--- config.mk ---
export PLATFORM = sky130hd
export DESIGN_NAME = tl_state_ctrl
export DESIGN_NICKNAME = d
export VERILOG_FILES = /design/src/rtl/tl_state_ctrl_pkg.sv /design/src/rtl/tl_dwell_cnt.sv /design/src/rtl/tl_state_ctrl.sv
export SDC_FILE = /design/constraint.sdc
export NUM_CORES = 1
export LEC_CHECK = 0
export ABC_CLOCK_PERIOD_IN_PS = 3650
export BUFFER_PORTS_ARGS = -buffer_cell sky130_fd_sc_hd__buf_2
export CAP_MARGIN = 40
export CORE_AREA = 2 2 39 41
export CTS_BUF_LIST = sky130_fd_sc_hd__clkbuf_2
export DETAILED_ROUTE_END_ITERATION = 16
export DIE_AREA = 0 0 41 43
export PLACE_DENSITY = 0.62
export REMOVE_ABC_BUFFERS = 1
export SLEW_MARGIN = 20
export SYNTH_ARGS = -nofsm -noshare
export SYNTH_HDL_FRONTEND = slang
export SYNTH_SLANG_ARGS = --single-unit
--- constraint.sdc ---
create_clock -name clk -period 3.65 [get_ports clk]
set_input_delay 0.9125 -clock clk [delete_from_list [all_inputs] [get_ports clk]]
set_output_delay 0.9125 -clock clk [all_outputs]
set_load 0.01 [all_outputs]
--- src/rtl/tl_state_ctrl_pkg.sv ---
// Shared definitions for the traffic light controller: phase encoding,
// light codes and small helpers used by the sequencing and decode stages.
package tl_state_ctrl_pkg;

  // Phases in fixed cyclic order; bit 0 set marks a yellow phase.
  typedef enum logic [2:0] {
    S0 = 3'b000,  // A green
    S1 = 3'b001,  // A yellow
    S2 = 3'b010,  // A left
    S3 = 3'b011,  // A yellow
    S4 = 3'b100,  // B green
    S5 = 3'b101,  // B yellow
    S6 = 3'b110,  // B left
    S7 = 3'b111   // B yellow
  } phase_t;

  // Light codes driven by the output-decode stage.
  localparam logic [1:0] L_RED  = 2'b00;
  localparam logic [1:0] L_YEL  = 2'b01;
  localparam logic [1:0] L_GRN  = 2'b10;
  localparam logic [1:0] L_LEFT = 2'b11;

  // Yellow phases ignore sensors and run a fixed number of ticks.
  function automatic logic is_yellow(input phase_t p);
    return p[0];
  endfunction

  // Selects the sensor that keeps the current go phase alive.
  function automatic logic hold_sensor(input phase_t p, input logic ta,
                                       input logic tal, input logic tb,
                                       input logic tbl);
    logic h;
    case (p)
      S0:      h = ta;
      S2:      h = tal;
      S4:      h = tb;
      S6:      h = tbl;
      default: h = 1'b0;
    endcase
    return h;
  endfunction

  // Street A light code for a phase (red while B owns the junction).
  function automatic logic [1:0] light_a(input phase_t p);
    logic [1:0] l;
    case (p)
      S0:           l = L_GRN;
      S2:           l = L_LEFT;
      S1, S3:       l = L_YEL;
      default:      l = L_RED;
    endcase
    return l;
  endfunction

  // Street B light code for a phase (red while A owns the junction).
  function automatic logic [1:0] light_b(input phase_t p);
    logic [1:0] l;
    case (p)
      S4:           l = L_GRN;
      S6:           l = L_LEFT;
      S5, S7:       l = L_YEL;
      default:      l = L_RED;
    endcase
    return l;
  endfunction

endpackage

--- src/rtl/tl_dwell_cnt.sv ---
// Dwell counter: counts time-base ticks within a phase, saturating at
// all-ones so a long-held go phase never wraps back below the minimum.
module tl_dwell_cnt #(
  parameter int CNT_W = 4
) (
  input  logic             clk,
  input  logic             reset,
  input  logic             clr,
  input  logic             en,
  output logic [CNT_W-1:0] cnt
);

  // Clear dominates enable; hold at the maximum value once reached.
  always_ff @(posedge clk) begin
    if (reset || clr) begin
      cnt <= '0;
    end else if (en && (cnt != {CNT_W{1'b1}})) begin
      cnt <= cnt + {{(CNT_W-1){1'b0}}, 1'b1};
    end
  end

endmodule

--- src/rtl/tl_state_ctrl.sv ---
// Phase sequencer: holds the phase register, decides when the current
// phase exits, and emits a one-cycle pulse on the first cycle of a phase.
// tick is a plain one-cycle enable with no handshake; sensors are levels
// sampled only on edges where tick is high.
module tl_state_ctrl
  import tl_state_ctrl_pkg::*;
#(
  parameter int YEL_TICKS    = 5,
  parameter int MIN_GO_TICKS = 3,
  parameter int CNT_W        = 4
) (
  input  logic       clk,
  input  logic       reset,
  input  logic       tick,
  input  logic       ta,
  input  logic       tal,
  input  logic       tb,
  input  logic       tbl,
  output logic [2:0] state,
  output logic       state_chg
);

  // Limits widened by one bit so cnt+1 at saturation does not wrap.
  localparam logic [CNT_W:0] YEL_LIM = (CNT_W+1)'(YEL_TICKS);
  localparam logic [CNT_W:0] GO_LIM  = (CNT_W+1)'(MIN_GO_TICKS);

  phase_t           cur_q;
  phase_t           nxt;
  logic             adv;
  logic             hold;
  logic [CNT_W-1:0] cnt;
  logic [CNT_W:0]   cnt_p1;

  assign cnt_p1 = {1'b0, cnt} + {{CNT_W{1'b0}}, 1'b1};
  assign hold   = hold_sensor(cur_q, ta, tal, tb, tbl);

  // Exit decision and next phase; at most one step forward per edge.
  always_comb begin
    adv = 1'b0;
    nxt = cur_q;
    if (tick) begin
      if (is_yellow(cur_q)) begin
        adv = (cnt_p1 == YEL_LIM);
      end else begin
        adv = (cnt_p1 >= GO_LIM) && !hold;
      end
    end
    if (adv) begin
      nxt = phase_t'(cur_q + 3'd1);
    end
  end

  // Phase register and change pulse; reset is not counted as a change.
  always_ff @(posedge clk) begin
    if (reset) begin
      cur_q     <= S0;
      state_chg <= 1'b0;
    end else begin
      cur_q     <= nxt;
      state_chg <= adv;
    end
  end

  tl_dwell_cnt #(
    .CNT_W(CNT_W)
  ) u_dwell (
    .clk  (clk),
    .reset(reset),
    .clr  (adv),
    .en   (tick),
    .cnt  (cnt)
  );

  assign state = cur_q;

endmodule

=== Word-level counts from Yosys, hierarchy flattened ===
Index checks and enable logic that the tools add are counted.

* Word-level logic and storage cells: 20
* Output and inout bits: 4
* Input bits: 7
* Flip-flop bits (word level): 8

* $lt $le $gt $ge: 1
* Reductions and logical operators: 5
* Multiplexer cells: 3
* Add/sub/neg operators: 3
* Eq/ne operators: 5

{| class="wikitable"
|+ Operators by type and width
! cell !! number
|-
| 3-bit equality test, second input constant || 2
|-
| 4-bit by 1-bit adder with 5-bit output, second input constant || 1
|-
| 5-bit by 3-bit equality test with 1-bit output, second input constant || 1
|-
| 5-bit by 2-bit >= comparator with 1-bit output, second input constant || 1
|-
| 4-bit by 1-bit adder with 4-bit output, second input constant || 1
|-
| 4-bit inequality test, second input constant || 1
|-
| 1-bit case mux with 4 select lines || 1
|-
| 3-bit by 1-bit adder with 3-bit output, second input constant || 1
|-
| 3-bit by 2-bit equality test with 1-bit output, second input constant || 1
|-
| 3-bit zero test || 1
|-
| 1-bit logical AND || 2
|-
| 1-bit 2-to-1 mux || 2
|-
| 1-bit zero test || 1
|-
| 1-bit logical OR || 1
|}

=== Longest topological paths before layout ===
Gate-level depths: netlist of the first run.

* Depth after elaboration: 7
* Gate-level depth with buffers: 7
* Gate-level depth less buffers: 7

=== Modules after synthesis ===
From an unflattened synthesis of the first run, not the netlist that was laid out.

* Cells, all modules: 62
* Area total of the unflattened synthesis: 571.8 um^2

{| class="wikitable"
|+ By module, submodules not included
! module !! area an instance (um^2) !! instances !! cells each
|-
| tl_state_ctrl || 361.6 || 1 || 41
|-
| tl_dwell_cnt || 210.2 || 1 || 21
|}

=== Least setup slack after synthesis of the first run ===
OpenSTA, ideal clock, no wires.

* Path type: input port to flip-flop
* From: input tal
* To: register cur_q[2], in the netlist state[2]
* Path buffers: 0
* Arrival time: 2.031 ns
* Cell stages on the path: 5
* Setup slack: 1.498 ns
* Cell sequence: a221oi_1 a21oi_1 a211o_4 a21boi_4 mux2_4

* Word-level cells in the longest chain between the ends: 5

{| class="wikitable"
|+ Ends and longest elaborated chain
! element !! line !! RTL
|-
| from (decl) || tl_state_ctrl.sv:16 || <nowiki>input logic tal,</nowiki>
|-
| 1-bit case mux with 4 select lines || tl_state_ctrl_pkg.sv:33 || <nowiki>case (p)</nowiki>
|-
| 1-bit zero test || tl_state_ctrl.sv:45 || <nowiki>adv = (cnt_p1 >= GO_LIM) && !hold;</nowiki>
|-
| 1-bit logical AND || tl_state_ctrl.sv:45 ||
|-
| 1-bit 2-to-1 mux || tl_state_ctrl.sv:42 || <nowiki>if (is_yellow(cur_q)) begin</nowiki>
|-
| 1-bit 2-to-1 mux || tl_state_ctrl.sv:41 || <nowiki>if (tick) begin</nowiki>
|-
| to (signal assigned) || tl_state_ctrl.sv:59 || <nowiki>cur_q <= nxt;</nowiki>
|-
| to (decl) || tl_state_ctrl.sv:27 || <nowiki>phase_t cur_q;</nowiki>
|}

Every way passes these cells.
A chain may end at the register's enable or synchronous reset.

=== Worst setup path in the final report of the first run ===
Same ends and word-level chain as after synthesis.

==> results of run 1 <==
-- worst paths after layout --
path	startpoint	endpoint	slack (ns)	cells past startpoint
min	state[0]	state[0]	0.53	2
min reg2reg	state[0]	state[0]	0.53	2
max	tal	state[2]	1.61	6
max reg2reg	state[0]	state[2]	1.67	7
-- layer usage --
layer	track usage	vias to the layer above	routed length (um)
met5	0	-	0
met4	0.120	0	13
met3	0.0471	2	27
met2	0.216	6	491
met1	0.150	212	432
li1	-	234	-
-- area by class of cell --
type                    instances  area [um^2]  share of cell area
multi-input cells              46          374               0.586
clock buffers                   3         15.0              0.0235
well taps                      16         20.0              0.0314
inverters                       5         18.8              0.0294
flip-flops and latches          8          160               0.251
repair buffers                 10         50.0              0.0784
-- state kept, by name, summed over array words and instances (netlist names) --
signal	flops
u_dwell.cnt	4
state_chg	1
state	3
-- worst max-delay path, stage by stage --
cell and delay, ns:
buf_2 0.10, a221oi_1 0.27, a21oi_1 0.09, a211o_4 0.36, a21boi_4 0.14, mux2_4 0.30
-- cells by family (layout without fill, tap and decap cells) --
| family | after synthesis | count (layout) | synth area share |
|---|---|---|---|
| xor+xnor | 2 | 2 | 0.0317 |
| flops | 8 | 8 | 0.290 |
| simple gates | 21 | 21 | 0.235 |
| compound gates | 16 | 16 | 0.247 |
| fa+ha+maj | 6 | 6 | 0.136 |
| buf+inv | 5 | 18 | 0.0339 |
| mux | 1 | 1 | 0.0271 |
-- per-stage QoR --
| step | total power, mW | setup slack, ns | area, um^2 | utilization |
|---|---|---|---|---|
| after detailed placement | 0.142 | 1.35 | 623 | 0.450 |
| after global placement | 0.142 | 1.37 | 623 | 0.450 |
| after floorplan | 0.130 | 1.50 | 553 | - |
| after CTS | 0.195 | 1.61 | 638 | 0.461 |
| after global routing | 0.205 | 1.51 | 638 | 0.461 |
| final | 0.192 | 1.61 | 638 | 0.461 |
-- cell usage in the layout (no fill, tap or decap) --
cell type / n
and2b_1: 1
a211o_4: 1
inv_1: 5
ha_1: 6
nand3b_4: 1
and2_4: 1
nor2_1: 5
xnor2_1: 2
nand3_4: 1
a21oi_1: 6
a21bo_1: 1
a211o_1: 1
a22oi_1: 1
buf_2: 10
a21boi_4: 1
nor2b_1: 2
a221oi_1: 1
dfxtp_1: 8
a311oi_2: 1
o21ai_0: 1
and3_1: 1
nand3_1: 4
mux2_4: 1
nand2_1: 5
a21o_1: 1
clkbuf_2: 3
a211oi_1: 1
-- power groups by stage --
stage | clock (mW) | combinational, mW | sequential [mW]
after floorplan | 0 | 0.0302 | 0.0994
after global placement | 0 | 0.0426 | 0.0994
after detailed placement | 0 | 0.0427 | 0.0995
after CTS | 0.0550 | 0.0430 | 0.0975
after global routing | 0.0583 | 0.0478 | 0.0985
final | 0.0517 | 0.0424 | 0.0976
==> impl_results.md, run 1 <==
- Status: complete, no violations
- Ports: 11
- Number of CTS-inserted buffers: 3
- Most common cell in the netlist: dfxtp_1
- Sequential fraction of the synthesis area: 0.290
- Post-Syn Instances: 59
- Main flop type after synthesis: dfxtp_1
- Leak pwr: 0.280 nW
- Final ANT Viol Nets: 0
- Relative slew slack: 0.764
- Congestion Overflow GR: 0
- GPL Wtd Cong: 0.742
- Clock Skews: 0.00114 ns
- Site row count: 14
- CTS tree: done
- Drt first pass iters: 2
- Clock Tree Buf Depth: 2
- Most area-hungry cell type in the Yosys netlist: dfxtp_1
- Post-route insts no fill: 88
- Fillers: 136
- Sum of negative setup slack: 0 ns
- Post-synth top area share: 0.290
- IR drop worst, VDD: 156 uV
- Iteration-0 DRC Markers: 5
- Area of the die: 0.00176 mm^2
- Final net count: 87
- Worst Setup Start Kind: input port
- Crit end category: flip-flop
- Number of synthesized flops with an enable pin: 0
- Power Density: 300 mW/mm^2
- Minimum clock period: 2.04 ns
- Synthesis-to-layout area growth: 15.4%
- Slew @ Worst Pin: 0.350 ns
- Clk Latency, worst-skew pair: 0.23 ns
- I/O Buffers: 10
- Final setup vio count: 0
- CTS sink count: 8
- Crit path max fanout: 6
- Hold WS: 0.526 ns
- Fin. Hold Viols: 0
- H-tree levels: 1
- Hold WC Path Type: flip-flop to flip-flop
- Number of global-route vias before repair: 426
- Area contributors post-synth: dfxtp_1 (29%), ha_1 (14%), a21oi_1 (5.4%)
- Max Cap Viol: 0
- Wire per inst: 11.0 um
- Post-Syn Area: 553 um^2
- Initial antenna violation count: 0
- Logic gate share of total power: 0.221
- Antenna fix cells: 0
- Post-CTS resize count: 0
- RSZ-0062 raised after global routing: false
- Root Buffer: clkbuf_2
- Fin crit share: 0.560
- Register bit count reported by yosys: 8
- Cts hold-fix bufs: 0
- CORE AREA: 0.00138 mm^2
- # DRC: 0
- Most frequent cells after synthesis: dfxtp_1 (8), a21oi_1 (6), ha_1 (6)
- First-pass GRT wire length: 1.63 mm
- Pint: 0.134 mW
- Net Switching: 0.0577 mW
- Worst-path clk slew: 0.07 ns
- DIE WIDTH: 41 um
- Slew Limit Fails: 0
- Placed cells: 85
- Chip height: 43 um
- Sequential share of power: 0.509
- Crit Path Category: input port to flip-flop
- Post-CTS setup buffer count: 0
- Synth async-reset ratio: 0
- Largest net degree at the start of global routing: 8
- Total number of vias: 454
- Power share of the clock group: 0.270
- Initial Util: 0.400
- Unique masters post-synth: 25
- Share of cells above drive strength 1: 0.278
- CP required: 3.78 ns
- Post-DR vias/cell: 5.16
- Yosys Warn Count: 0
- Switching power as a share of total power: 0.301
- Tot GR Track Use: 0.143
- Crit path arrival time: 2.17 ns
- FMAX: 0.490 GHz
- Dpl hpwl: 750 um
- Syn_area_per_cell: 9.37 um^2
- Drt total wl: 964 um
(Power assumes the default switching activity.)
==> inputs of run 2 (changes only) <==
ABC_CLOCK_PERIOD_IN_PS = 2000   (was 3650)
clock period = 2 ns   (was 3.65 ns; I/O delays follow)
==> run 2 against run 1 <==
Against the previous run: utilization up 1.6 points; register-to-register slack lost 1.6 ns; via count up 3.7%; first-iteration DRC count rose by 140%; non-clock buffer count up 2; worst hold slack got worse by 0.046 ns.
==> impl_results.md, run 2 (synthesis gave the netlist of run 1 again) <==
- Uppermost routed layer: met4 (unchanged)
- Dpl hpwl: 829 um (was 750 um)
- Drt first pass iters: 4 (was 2)
- Congestion Overflow GR: 0 (unchanged)
- Root Buffer: clkbuf_2 (unchanged)
- Relative slew slack: 0.756 (was 0.764)
- Crit path arrival time: 2.03 ns (was 2.17 ns)
- Fillers: 141 (was 136)
- Wire per inst: 12.0 um (was 11.0 um)
- Area of the die: 0.00176 mm^2 (unchanged)
- Met3 routed WL: 62 um (was 27 um)
- Clk Latency, worst-skew pair: 0.24 ns (was 0.23 ns)
- Site row count: 14 (unchanged)
- Leak pwr: 0.292 nW (was 0.280 nW)
- Number of CTS-inserted buffers: 3 (unchanged)
- Status: complete, no violations (unchanged)
- Max FFs per register: 4 (unchanged)
- Hold endpoint: state[1] (was state[0])
- CP required: 2.14 ns (was 3.78 ns)
- Power Density: 551 mW/mm^2 (was 300 mW/mm^2)
- Initial antenna violation count: 0 (unchanged)
- Total number of vias: 471 (was 454)
- Post-DR vias/cell: 5.23 (was 5.16)
- Total chip power: 0.364 mW (was 0.192 mW)
- I/O Buffers: 10 (unchanged)
- GPL Wtd Cong: 0.765 (was 0.742)
- Most common cell after layout, fill and taps aside: buf_2 (unchanged)
- Flop-to-flop setup slack: 0.10 ns (was 1.67 ns)
- Crit path max fanout: 6 (unchanged)
- RSZ-0062 raised after global routing: false (unchanged)
- Clock Skews: 0.00104 ns (was 0.00114 ns)
- Worst r2r src: u_dwell.cnt[1] (was state[0])
- Reg2reg end: state[2] (unchanged)
- Slew Limit Fails: 0 (unchanged)
- Clock Tree Buf Depth: 2 (unchanged)
- Crit Path Category: flip-flop to flip-flop (was input port to flip-flop)
- Tot GR Track Use: 0.168 (was 0.143)
- Worst reg2reg path depth: 6 (was 7)
- Met1 Wirelength: 466 um (was 432 um)
- Max Cap Viol: 0 (unchanged)
- Worst-path clk slew: 0.08 ns (was 0.07 ns)
- Met2 wire length: 539 um (was 491 um)
- Slew @ Worst Pin: 0.362 ns (was 0.350 ns)
- Number of global-route vias before repair: 464 (was 426)
- Most frequent cells in the layout: buf_2 (10), dfxtp_1 (7), a21oi_1 (6), ha_1 (6) (was buf_2 (10), dfxtp_1 (8), a21oi_1 (6), ha_1 (6))
- Hold Crit Start: reset (was state[0])
- Biggest register: u_dwell.cnt (unchanged)
- Fin crit share: 0.948
- Hold WS: 0.480 ns (was 0.526 ns)
- Drt total wl: 1.08 mm (was 964 um)
- Hold WC Path Type: input port to flip-flop (was flip-flop to flip-flop)
- Antenna fix cells: 0 (unchanged)
- First-pass GRT wire length: 1.95 mm (was 1.63 mm)
- CORE AREA: 0.00138 mm^2 (unchanged)
- Minimum clock period: 1.90 ns
- Final net count: 89 (was 87)
- Worst Hold Path Cells: 2 (unchanged)
- Ports: 11 (unchanged)
- DIE WIDTH: 41 um (unchanged)
- Final ANT Viol Nets: 0 (unchanged)
- FMAX: 0.528 GHz
- CTS tree: done (unchanged)
- Synthesis-to-layout area growth: 19.5% (was 15.4%)
- Share of cells above drive strength 1: 0.324 (was 0.278)
- Final setup vio count: 0 (unchanged)
- IR drop worst, VDD: 327 uV (was 156 uV)
- Sum of negative setup slack: 0 ns (unchanged)
- Crit end category: flip-flop (unchanged)
- Fin. Hold Viols: 0 (unchanged)
- Cts hold-fix bufs: 0 (unchanged)
- Iteration-0 DRC Markers: 12 (was 5)
- Largest net degree at the start of global routing: 8 (unchanged)
- Initial Util: 0.400 (unchanged)
- CTS sink count: 8 (unchanged)
- H-tree levels: 1 (unchanged)
- Worst Setup Start Kind: flip-flop (was input port)
- # DRC: 0 (unchanged)
- Chip height: 43 um (unchanged)
[run 2: cell count changes in the layout (fill, tap and decap cells not counted)]
cell and change:
buf_4 +2, a221oi_1 -1, dfxtp_1 -1, a221oi_2 +1, dfxtp_2 +1
[run 2: layout make-up]
cell class	count	area, um^2	share of cell area
Multi-Input combinational cell	46	380	0.576
Sequential cell	8	161	0.244
Timing Repair Buffer	12	65.1	0.0985
Tap cell	16	20.0	0.0303
Inverter	5	18.8	0.0284
Clock buffer	3	15.0	0.0227
[run 2: worst max-delay path, cell delays in order (launching register included)]
cell and delay, ns:
dfxtp_1 0.37, ha_1 0.24, and2_4 0.18, a21o_1 0.18
a211o_4 0.38, a21boi_4 0.15, mux2_4 0.30
[run 2: where the power goes]
group | switching, mW | internal (mW)
combinational | 0.0468 | 0.0405
sequential | 0.00831 | 0.168
clock | 0.0593 | 0.0409
total | 0.114 | 0.249
[run 2: worst max-delay path by stage]
stage,startpoint,end,slack (ns)
floorplan,state[0],state[2],0.07
global placement,state[1],state[2],0.1
detailed placement,state[1],state[2],0.08
CTS,state[1],state[2],0.07
global route,u_dwell.cnt[0],state[2],0.006
finish,u_dwell.cnt[1],state[2],0.10
[run 2: timing repair]
action,4_1_cts,5_1_grt
endpoints found under the setup margin,0,1
setup buffers,0,0
gates resized for setup,0,2
endpoints found under the hold margin,0,0
[run 2: metal layers]
metal | global-route usage | vias up
met1 | 0.203 | 219
met5 | 0 | -
li1 | - | 240
met4 | 0.100 | 0
met2 | 0.238 | 10
met3 | 0.0681 | 2
[run 2: per-stage QoR]
stage / instance area, um^2 / util / instances / worst slack [ns]
after global routing: 661 / 0.477 / 90 / 0.00565
after detailed placement: 638 / 0.461 / 87 / 0.0848
after floorplan: 553 / - / 59 / 0.0680
after global placement: 638 / 0.461 / 87 / 0.0980
after CTS: 653 / 0.472 / 90 / 0.0715
final: 661 / 0.477 / 90 / 0.105
==> inputs of run 3 (changes only) <==
CELL_PAD_IN_SITES_DETAIL_PLACEMENT = 0   (was not set)
CELL_PAD_IN_SITES_GLOBAL_PLACEMENT = 1   (was not set)
CORE_AREA = not set   (was 2 2 39 41)
CORE_MARGIN = 2   (was not set)
CORE_UTILIZATION = 41   (was not set)
CTS_BUF_LIST = sky130_fd_sc_hd__clkbuf_4 sky130_fd_sc_hd__clkbuf_8   (was sky130_fd_sc_hd__clkbuf_2)
DIE_AREA = not set   (was 0 0 41 43)
PLACE_DENSITY = 0.77   (was 0.62)
==> run 3 against run 2 <==
Against the previous run: design area is 0.19% lower; sequential share of layout area about the same; utilization increased by 3.6 points; sequential cell count stayed put; global-route usage shrank 0.97 points; routed wire length decreased by 11%; clock skew increased by 0.0061 ns; sequential power about the same; clock-buffer cell count did not move; via count is 3.6% lower; critical path type unchanged.
==> impl_results.md, run 3 (synthesis gave the netlist of run 1 again) <==
- CTS tree: done (unchanged)
- Relative slew slack: 0.783 (was 0.756)
- Antenna fix cells: 0 (unchanged)
- Status: complete, no violations (unchanged)
- Crit path cell chain: ha_1, and2_4, a21o_1, a211o_4, a21boi_4, mux2_4 (unchanged)
- Fillers: 130 (was 141)
- First-pass GRT wire length: 1.66 mm (was 1.95 mm)
- Final ANT Viol Nets: 0 (unchanged)
- FMAX: 0.528 GHz (about the same)
- Ports: 11 (unchanged)
- Clock Tree Buf Depth: 2 (unchanged)
- Max Cap Viol: 0 (unchanged)
- Chip height: 40.7 um (was 43 um)
- Crit path largest cell delay: 0.38 ns (about the same)
- Post-DR vias/cell: 5.16 (was 5.23)
- Final net count: 88 (was 89)
- IR drop worst, VDD: 332 uV (was 327 uV)
- CTS sink count: 8 (unchanged)
- Tot GR Track Use: 0.158 (was 0.168)
- Clock Skews: 0.00717 ns (was 0.00104 ns)
- Congestion Overflow GR: 0 (unchanged)
- GPL Wtd Cong: 0.679 (was 0.765)
- Total number of vias: 454 (was 471)
- Max FFs per register: 4 (unchanged)
- # DRC: 0 (unchanged)
- Slew Limit Fails: 0 (unchanged)
- Biggest register: u_dwell.cnt (unchanged)
- Clk Latency, worst-skew pair: 0.25 ns (was 0.24 ns)
- Crit end category: flip-flop (unchanged)
- Crit path max fanout: 7 (was 6)
- Root Buffer: clkbuf_4 (was clkbuf_2)
- CP required: 2.14 ns (about the same)
- Largest net degree at the start of global routing: 8 (unchanged)
- Total chip power: 0.384 mW (was 0.364 mW)
- Post-CTS setup buffer count: 0 (unchanged)
- Critical-path top delay cell: a211o_4 (unchanged)
- Minimum clock period: 1.90 ns (about the same)
- Fin crit share: 0.948 (about the same)
- Iteration-0 DRC Markers: 3 (was 12)
- Fin worst setup slack: 0.105 ns (about the same)
- Wire per inst: 10.9 um (was 12.0 um)
- Site row count: 13 (was 14)
- Most common cell after layout, fill and taps aside: buf_2 (unchanged)
- DIE WIDTH: 40.7 um (was 41 um)
- DP Worst Slack: 0.0714 ns (was 0.0848 ns)
- Worst-path clk slew: 0.06 ns (was 0.08 ns)
- Crit Path Category: flip-flop to flip-flop (unchanged)
- Area of the die: 0.00166 mm^2 (was 0.00176 mm^2)
- Final setup vio count: 0 (unchanged)
- Drt total wl: 955 um (was 1.08 mm)
- Cts hold-fix bufs: 0 (unchanged)
- Crit path arrival time: 2.04 ns (was 2.03 ns)
- Synthesis-to-layout area growth: 19.2% (was 19.5%)
- Drt first pass iters: 4 (unchanged)
- Fin. Hold Viols: 0 (unchanged)
- Number of global-route vias before repair: 411 (was 464)
- Dpl hpwl: 759 um (was 829 um)
- Leak pwr: 0.288 nW (was 0.292 nW)
- Hold WC Path Type: input port to flip-flop (unchanged)
- I/O Buffers: 10 (unchanged)
- Number of CTS-inserted buffers: 3 (unchanged)
- Initial Util: 0.430 (was 0.400)
- H-tree levels: 1 (unchanged)
- CORE AREA: 0.00128 mm^2 (was 0.00138 mm^2)
- Sum of negative setup slack: 0 ns (unchanged)
- Most frequent cells in the layout: buf_2 (10), dfxtp_1 (7), a21oi_1 (6), ha_1 (6) (unchanged)
- Worst Setup Start Kind: flip-flop (unchanged)
- Slew @ Worst Pin: 0.322 ns (was 0.362 ns)
- RSZ-0062 raised after global routing: false (unchanged)
- Power Density: 583 mW/mm^2 (was 551 mW/mm^2)
- Initial antenna violation count: 0 (unchanged)
- Share of cells above drive strength 1: 0.315 (was 0.324)
-- run 3: what timing repair did --
item,in CTS,in global routing
resized for setup,0,2
hold endpoints to repair,0,0
endpoints found under the setup margin,0,1
-- run 3: power by group --
group / switching, mW / internal (mW)
sequential: 0.00760 / 0.168
clock: 0.0560 / 0.0688
combinational: 0.0445 / 0.0390
total: 0.108 / 0.276
-- run 3: cell type report --
class                      count  area, um^2  share of cell area
timing repair buffer          11        57.6              0.0873
clock buffer                   3        22.5              0.0342
sequential                     8         161               0.245
inverter                       5        18.8              0.0285
tap                           15        18.8              0.0285
multi-input combinational     46         380               0.577
-- run 3: worst paths after layout --
check / cells after the start / to / slack, ns / from
min: 2 / state[0] / 0.47 / reset
max: 6 / state[2] / 0.10 / u_dwell.cnt[1]
max reg2reg: 6 / state[2] / 0.10 / u_dwell.cnt[1]
min reg2reg: 2 / state[1] / 0.51 / state[1]
-- run 3: critical path, delay by kind of cell (launching register included) --
family,cells,cell delay [ns]
simple gates,1,0.19
mux,1,0.30
flops,1,0.35
compound gates,3,0.70
fa+ha+maj,1,0.26
-- run 3: metrics by stage --
stage | util | hold slack, ns | instances | instance area [um^2]
after global routing | 0.513 | 0.492 | 88 | 659
final | 0.513 | 0.473 | 88 | 659
after detailed placement | 0.490 | 0.518 | 85 | 629
after CTS | 0.507 | 0.470 | 88 | 652
after global placement | 0.490 | 0.513 | 85 | 629
after floorplan | - | 0.491 | 59 | 553
-- run 3: per-layer routing --
metal,up-vias,track usage,wire length [um]
met5,-,0,0
met1,205,0.209,475
met2,7,0.218,421
li1,240,-,-
met4,0,0.100,13
met3,2,0.0489,44
